==> src/rtl/simple_cpu.sv <==
// Memory-to-memory CPU with no register file: each instruction reads its operands from
// RAM, computes, and writes the result back to RAM.
module simple_cpu #(
  parameter int unsigned SIZE = 10
) (
  input  logic            clk,
  input  logic            rst,
  output logic            wrEn,
  input  logic [31:0]     data_fromRAM,
  output logic [SIZE-1:0] addr_toRAM,
  output logic [31:0]     data_toRAM
);

  localparam logic [2:0] OpAdd  = 3'd0;
  localparam logic [2:0] OpNand = 3'd1;
  localparam logic [2:0] OpSrl  = 3'd2;
  localparam logic [2:0] OpLt   = 3'd3;
  localparam logic [2:0] OpCp   = 3'd4;
  localparam logic [2:0] OpCpi  = 3'd5;
  localparam logic [2:0] OpBzj  = 3'd6;
  localparam logic [2:0] OpMul  = 3'd7;

  localparam logic [SIZE-1:0] PcOne = SIZE'(1);

  typedef enum logic [2:0] {
    StFetch,
    StDecode,
    StReadA,
    StExec,
    StIndir,
    StWrBack
  } state_e;

  state_e          stateQ, stateD;
  logic [SIZE-1:0] pcQ, pcD;
  logic [31:0]     iwQ, raQ, rbQ;

  logic [2:0]      opcode;
  logic            imm;
  logic [SIZE-1:0] aAddr, bAddr;
  logic [13:0]     bField;
  logic [31:0]     operandV;
  logic [31:0]     aluResult;
  logic [31:0]     bzjSum;
  logic            unusedBits;

  assign opcode   = iwQ[31:29];
  assign imm      = iwQ[28];
  assign aAddr    = iwQ[SIZE+13:14];
  assign bAddr    = iwQ[SIZE-1:0];
  assign bField   = iwQ[13:0];
  // In EXEC the RAM is returning *B, so the register operand comes straight off the bus.
  assign operandV = imm ? {18'd0, bField} : data_fromRAM;
  assign bzjSum   = raQ + {18'd0, bField};

  // Only the low SIZE bits of the A field and of *B act as addresses.
  assign unusedBits = ^{iwQ, rbQ};

  always_comb begin
    aluResult = '0;
    case (opcode)
      OpAdd:  aluResult = raQ + operandV;
      OpNand: aluResult = ~(raQ & operandV);
      OpSrl: begin
        // V in [32,63] shifts left by V-32, whose low five bits equal V[4:0].
        if (operandV < 32'd32) begin
          aluResult = raQ >> operandV[4:0];
        end else if (operandV < 32'd64) begin
          aluResult = raQ << operandV[4:0];
        end else begin
          aluResult = '0;
        end
      end
      OpLt:   aluResult = {31'd0, raQ < operandV};
      OpCp:   aluResult = operandV;
      OpMul:  aluResult = raQ * operandV;
      default: aluResult = '0;
    endcase
  end

  always_ff @(posedge clk or posedge rst) begin
    if (rst) begin
      stateQ <= StFetch;
    end else begin
      stateQ <= stateD;
    end
  end

  always_comb begin
    stateD = StFetch;
    unique case (stateQ)
      StFetch:  stateD = StDecode;
      StDecode: stateD = StReadA;
      StReadA:  stateD = StExec;
      StExec:   stateD = (opcode == OpCpi && !imm) ? StIndir : StFetch;
      StIndir:  stateD = StWrBack;
      StWrBack: stateD = StFetch;
      default:  stateD = StFetch;
    endcase
  end

  always_comb begin
    wrEn       = 1'b0;
    addr_toRAM = pcQ;
    data_toRAM = '0;
    pcD        = pcQ;
    unique case (stateQ)
      StFetch:  addr_toRAM = pcQ;
      StDecode: addr_toRAM = data_fromRAM[SIZE+13:14];
      StReadA:  addr_toRAM = bAddr;
      StExec: begin
        case (opcode)
          OpCpi: begin
            addr_toRAM = aAddr;
            if (imm) begin
              wrEn       = 1'b1;
              addr_toRAM = raQ[SIZE-1:0];
              data_toRAM = data_fromRAM;
              pcD        = pcQ + PcOne;
            end
          end
          OpBzj: begin
            addr_toRAM = aAddr;
            if (imm) begin
              pcD = bzjSum[SIZE-1:0];
            end else begin
              pcD = (data_fromRAM == '0) ? raQ[SIZE-1:0] : pcQ + PcOne;
            end
          end
          default: begin
            wrEn       = 1'b1;
            addr_toRAM = aAddr;
            data_toRAM = aluResult;
            pcD        = pcQ + PcOne;
          end
        endcase
      end
      StIndir:  addr_toRAM = rbQ[SIZE-1:0];
      StWrBack: begin
        wrEn       = 1'b1;
        addr_toRAM = aAddr;
        data_toRAM = data_fromRAM;
        pcD        = pcQ + PcOne;
      end
      default: begin
        wrEn       = 1'b0;
        addr_toRAM = pcQ;
      end
    endcase
  end

  always_ff @(posedge clk or posedge rst) begin
    if (rst) begin
      pcQ <= '0;
      iwQ <= '0;
      raQ <= '0;
      rbQ <= '0;
    end else begin
      pcQ <= pcD;
      if (stateQ == StDecode) iwQ <= data_fromRAM;
      if (stateQ == StReadA)  raQ <= data_fromRAM;
      if (stateQ == StExec)   rbQ <= data_fromRAM;
    end
  end

endmodule

==> config.mk <==
export PLATFORM = sky130hd
export DESIGN_NAME = simple_cpu
export DESIGN_NICKNAME = d
export VERILOG_FILES = /design/src/rtl/simple_cpu.sv
export SDC_FILE = /design/constraint.sdc
export NUM_CORES = 2
export LEC_CHECK = 0
export BUFFER_PORTS_ARGS = -buffer_cell sky130_fd_sc_hd__buf_2
export CORE_MARGIN = 1
export CORE_UTILIZATION = 50
export CTS_BUF_LIST = sky130_fd_sc_hd__clkbuf_2 sky130_fd_sc_hd__clkbuf_4 sky130_fd_sc_hd__clkbuf_8
export DETAILED_ROUTE_END_ITERATION = 10
export GPL_TIMING_DRIVEN = 0
export MAX_ROUTING_LAYER = met4
export PLACE_DENSITY = 0.75
export SYNTH_ARGS = -nofsm -noshare
export SYNTH_HDL_FRONTEND = slang
export SYNTH_SLANG_ARGS = --single-unit
export TNS_END_PERCENT = 10
==> constraint.sdc <==
create_clock -name clk -period 14.4 [get_ports clk]
set_input_delay 3.6 -clock clk [delete_from_list [all_inputs] [get_ports clk]]
set_output_delay 3.6 -clock clk [all_outputs]
set_load 0.005 [all_outputs]
== After elaboration in Yosys (flattened, before gate mapping) ==
Index checks and enable logic that the tools add are counted.
Word-level totals
  bits in registers: 87
  input port bits: 34
  output and inout port bits: 43
  word-level logic and storage cells: 56
Operators by class
  add/subtract/negate cells: 3
  multipliers: 1
  $lt $le $gt $ge: 3
  eq/ne operators: 13
  shifts and indexed selects: 2
  muxes and demuxes: 20
  bitwise logic cells: 2
  reduce and logical (&&, ||, !) cells: 7
Operators by type and width (number)
  $pmux 32 s6: 1
  $mux 32: 4
  $pmux 32 s2: 2
  $mux 10: 5
  $pmux 10 s5: 1
  $pmux 10 s2: 2
  $add 32x32->32: 1
  $and 32x32->32: 1
  $logic_not 32->1: 1
  $lt 32x32->1: 1
  $lt 32x6->1 const B: 1
  $lt 32x7->1 const B: 1
  $mul 32x32->32: 1
  $not 32->32: 1
  $shl 32x5->32: 1
  $shr 32x5->32: 1
  $eq 3x3->1 const B: 6
  $pmux 3 s5: 1
  $eq 3x2->1 const B: 4
  $add 10x1->10 const B: 1
  $add 10x10->10: 1
  $eq 3x1->1 const B: 2
  $logic_not 3->1: 2
  $pmux 1 s2: 2
  7 further kinds: 7

== Logic depth before layout (Yosys ltp) ==
  word-level depth: 7
  depth in mapped cells: 33

== Worst setup path after synthesis ==
No wires, ideal clock.
  path kind: input -> output
  from: in data_fromRAM[5]
  to: out data_toRAM[28]
  arrival: 10.723 ns
  required time: 10.800 ns
  setup slack: 0.077 ns
  stages: 28
  path through: mux2i_4 inv_1 clkbuf_1 clkbuf_1 clkbuf_1 and2_1 fa_1 fa_1 fa_1 inv_1 fa_1 inv_1 fa_1 inv_1 fa_1 inv_1 fa_1 fa_1 ha_1 o21a_1 o211ai_1 a21o_1 o211ai_1 a41oi_1 xor2_1 nor2_1 o31a_1 a211o_1
Between the ends
  word-level cells in the longest chain between the ends: 7
  elaborated cells on any way between the ends: 10
  those cells by class: 1 x add/sub; 1 x mul; 2 x order compare; 6 x mux
RTL lines
  start, declared: line 9  | input logic [31:0] data_fromRAM,
  $mux 32 (*): line 53  | assign operandV = imm ? {18'd0, bField} : data_fromRAM;
  branches (longest 3 deep; another with $mul 32x32->32)
  $pmux 32 s6 (*): line 61  | case (opcode)
  $pmux 32 s2 (*): line 112  | case (opcode)
  $pmux 32 s2 (*): line 107  | unique case (stateQ)
  end, declared: line 11  | output logic [31:0] data_toRAM
Mark *: on every way between the ends.

== Final worst setup path ==
  from: in data_fromRAM[15]
  to: out data_toRAM[31]
The elaborated chain is that of the path after synthesis.

==> impl_metrics.yaml <==
global_routing:
  grt.total_usage: 0.509
  grt_pass1_wl_mm: 196
  grt-ovfl-total: 0
  grt_pass1_vias: 27060
  antenna_found_initial: 13
  grt_max_degree: 73
cts:
  clockBufferDepth: 2
  tritoncts: "yes"
  insertion_delay_ps: 380
  root_buffer: "clkbuf_8"
  hold_buffers: 0
  htree_levels: 3
  cts_buffers: 9
  cts_sinks: 83
  path_clk_slew_ps: 90
synthesis:
  synth_edf_count: 0
  async_flop_share: 1.00
  netlist_instances: 3290
  synth_area_leaders: "fa_1 (30%), ha_1 (9.3%), dfrtp_1 (7.5%), inv_1 (6.1%), and2_1 (5.5%)"
  synth_area_um2: 27700
  synth_ff_type: "dfrtp_1"
  ys_types: 78
  ys_ff_latch: 83
  yosysWarnings: 0
  syn_area_per_cell_um2: 8.43
  seq_area_frac_synth: 0.0749
  synth_top_cell_by_area: "fa_1"
  synth_top_area_share: 0.296
  syn_nets: 3941
sta:
  worst_pin_slew_ps: 1480
  fin_crit_ps: 15030
  drv_slew: 0
  min_period_over_period: 1.04
  relSlewSlack: 0.0100
  whs_ps: 523
  hold_violations: 0
  timing.fmax_mhz: 66.5
  rsz0062_at_grt: "true"
  tns_ps: -4870
  setup_viol: 17
  finalClockSkew_ps: 13.9
  fin_ws_ps: -628
floorplan:
  die_area_um2: 56400
  core_area_um2: 54300
  die_x_um: 238
  start_util: 0.510
  io_pins: 77
  rows: 85
  die_y_um: 238
detailed_routing:
  dr.first_iter.drc_count: 3876
  drc: 0
  ant_nets: 0
  drt-total-wl_mm: 140
  firstDrtPassIters: 8
  avgViaCountPerCell: 6.57
  vias: 27554
  routedWlPerCell_um: 33.3
place:
  preCtsSetupSlack_ps: -2840
  portBuffers: 73
  routabilityCongestion: 1.16
  placed_area_um2: 29100
  dpl.hpwl_mm: 111
critical_path:
  cp_data_required_time_ps: 10800
  cp-start-kind: "input port"
  crit_fanout: 8
  crit_arrival_ps: 11430
  path_class: "in -> out"
  cp-end-kind: "output port"
final_layout:
  final_common_cell: "inv_1"
  fill_cells: 4841
  final_cell_mix: "inv_1 (430), fa_1 (397), nand2_1 (313)"
  layout.nets: 4094
  area_delta_synth_final_pct: 12.5
  drive_above_1_share: 0.138
  stdcell_area_um2: 31200
flow_run:
  cap_violations: 0
outcome:
  violations: "setup timing"
  outcome: "finished, violations left"
min_path:
  hp-class: "reg -> reg"
==> state kept, by name (all words and copies together), names as in the netlist <==
register and count:
raQ 32, pcQ 10, rbQ 10, iwQ 28
stateQ 3
==> metrics by stage <==
step | instances | util
floorplan | 3290 | -
global placement | 4102 | 0.534
detailed placement | 4103 | 0.535
CTS | 4178 | 0.569
global route | 4193 | 0.574
finish | 4195 | 0.574
==> worst max-delay path, cell delays in order <==
cell and delay [ps]:
buf_2 340, inv_1 210, nor2_4 420, ha_2 370, fa_1 440, inv_1 210, fa_1 470, fa_1 470
fa_1 520, fa_1 590, fa_1 440, fa_1 460, fa_1 400, xnor2_1 180, xnor2_1 150, xnor2_1 170
xnor3_1 280, xnor2_2 250, xnor2_1 190, xnor2_1 200, nor3_1 100, nand3b_1 340, a41oi_2 430, buf_2 180
==> Yosys cell counts (all sizes together), types with 30 or more instances <==
master	count
inv	455
fa	410
nand2	314
and2	242
nor2	235
ha	207
clkbuf	185
a21oi	141
mux2i	131
o21ai	121
dfrtp	83
xnor2	79
mux2	66
nor3	58
buf	40
nand3	37
a211oi	35
a21o	34
nor2b	32
a221oi	30
==> layer usage <==
| metal | wire, um | GRT usage |
|---|---|---|
| met1 | 53300 | 0.663 |
| met3 | 19500 | 0.158 |
| met4 | 10900 | 0.312 |
| met2 | 56100 | 0.685 |
| met5 | 0 | - |
==> final cells by class <==
class	instances	area [um^2]	share of cell area
timing repair buffer	154	1190	0.0381
clock inverter	6	71.3	0.00229
buffer	213	1260	0.0404
tap	739	925	0.0296
antenna	8	20.0	0.000642
sequential	83	2080	0.0666
inverter	456	1760	0.0563
multi-input combinational	2526	23800	0.762
clock buffer	10	138	0.00441
==> cell families after synthesis <==
| group | share of synthesized area |
|---|---|
| compound gates | 0.132 |
| xor+xnor | 0.0378 |
| fa+ha+maj | 0.389 |
| buf+inv | 0.0957 |
| flops | 0.0749 |
| mux | 0.0910 |
| simple gates | 0.179 |
==> final timing paths <==
kind | from | endpoint | slack, ps | depth (start not counted)
setup / recovery | data_fromRAM[15] | data_toRAM[31] | -630 | 24
hold / removal | rbQ[4]$_DFFE_PP0P_ | rbQ[4]$_DFFE_PP0P_ | 520 | 1
setup reg to reg | raQ[1]$_DFFE_PP0N_ | pcQ[6]$_DFFE_PP0P_ | 9940 | 12
hold reg to reg | rbQ[4]$_DFFE_PP0P_ | rbQ[4]$_DFFE_PP0P_ | 520 | 1
max in group asynchronous | rst | iwQ[4]$_DFFE_PP0N_ | 10650 | 3
min in group asynchronous | rst | rbQ[1]$_DFFE_PP0P_ | 3120 | 2
==> timing repair <==
action	in CTS	in global routing
gates cloned	1	0
endpoints found under the setup margin	25	21
buffers inserted	70	9
pin swaps	83	30
gates resized for setup	256	50
Power is not shown: default switching activity piles up to over one toggle a cycle in this logic, so the estimate is an artifact.
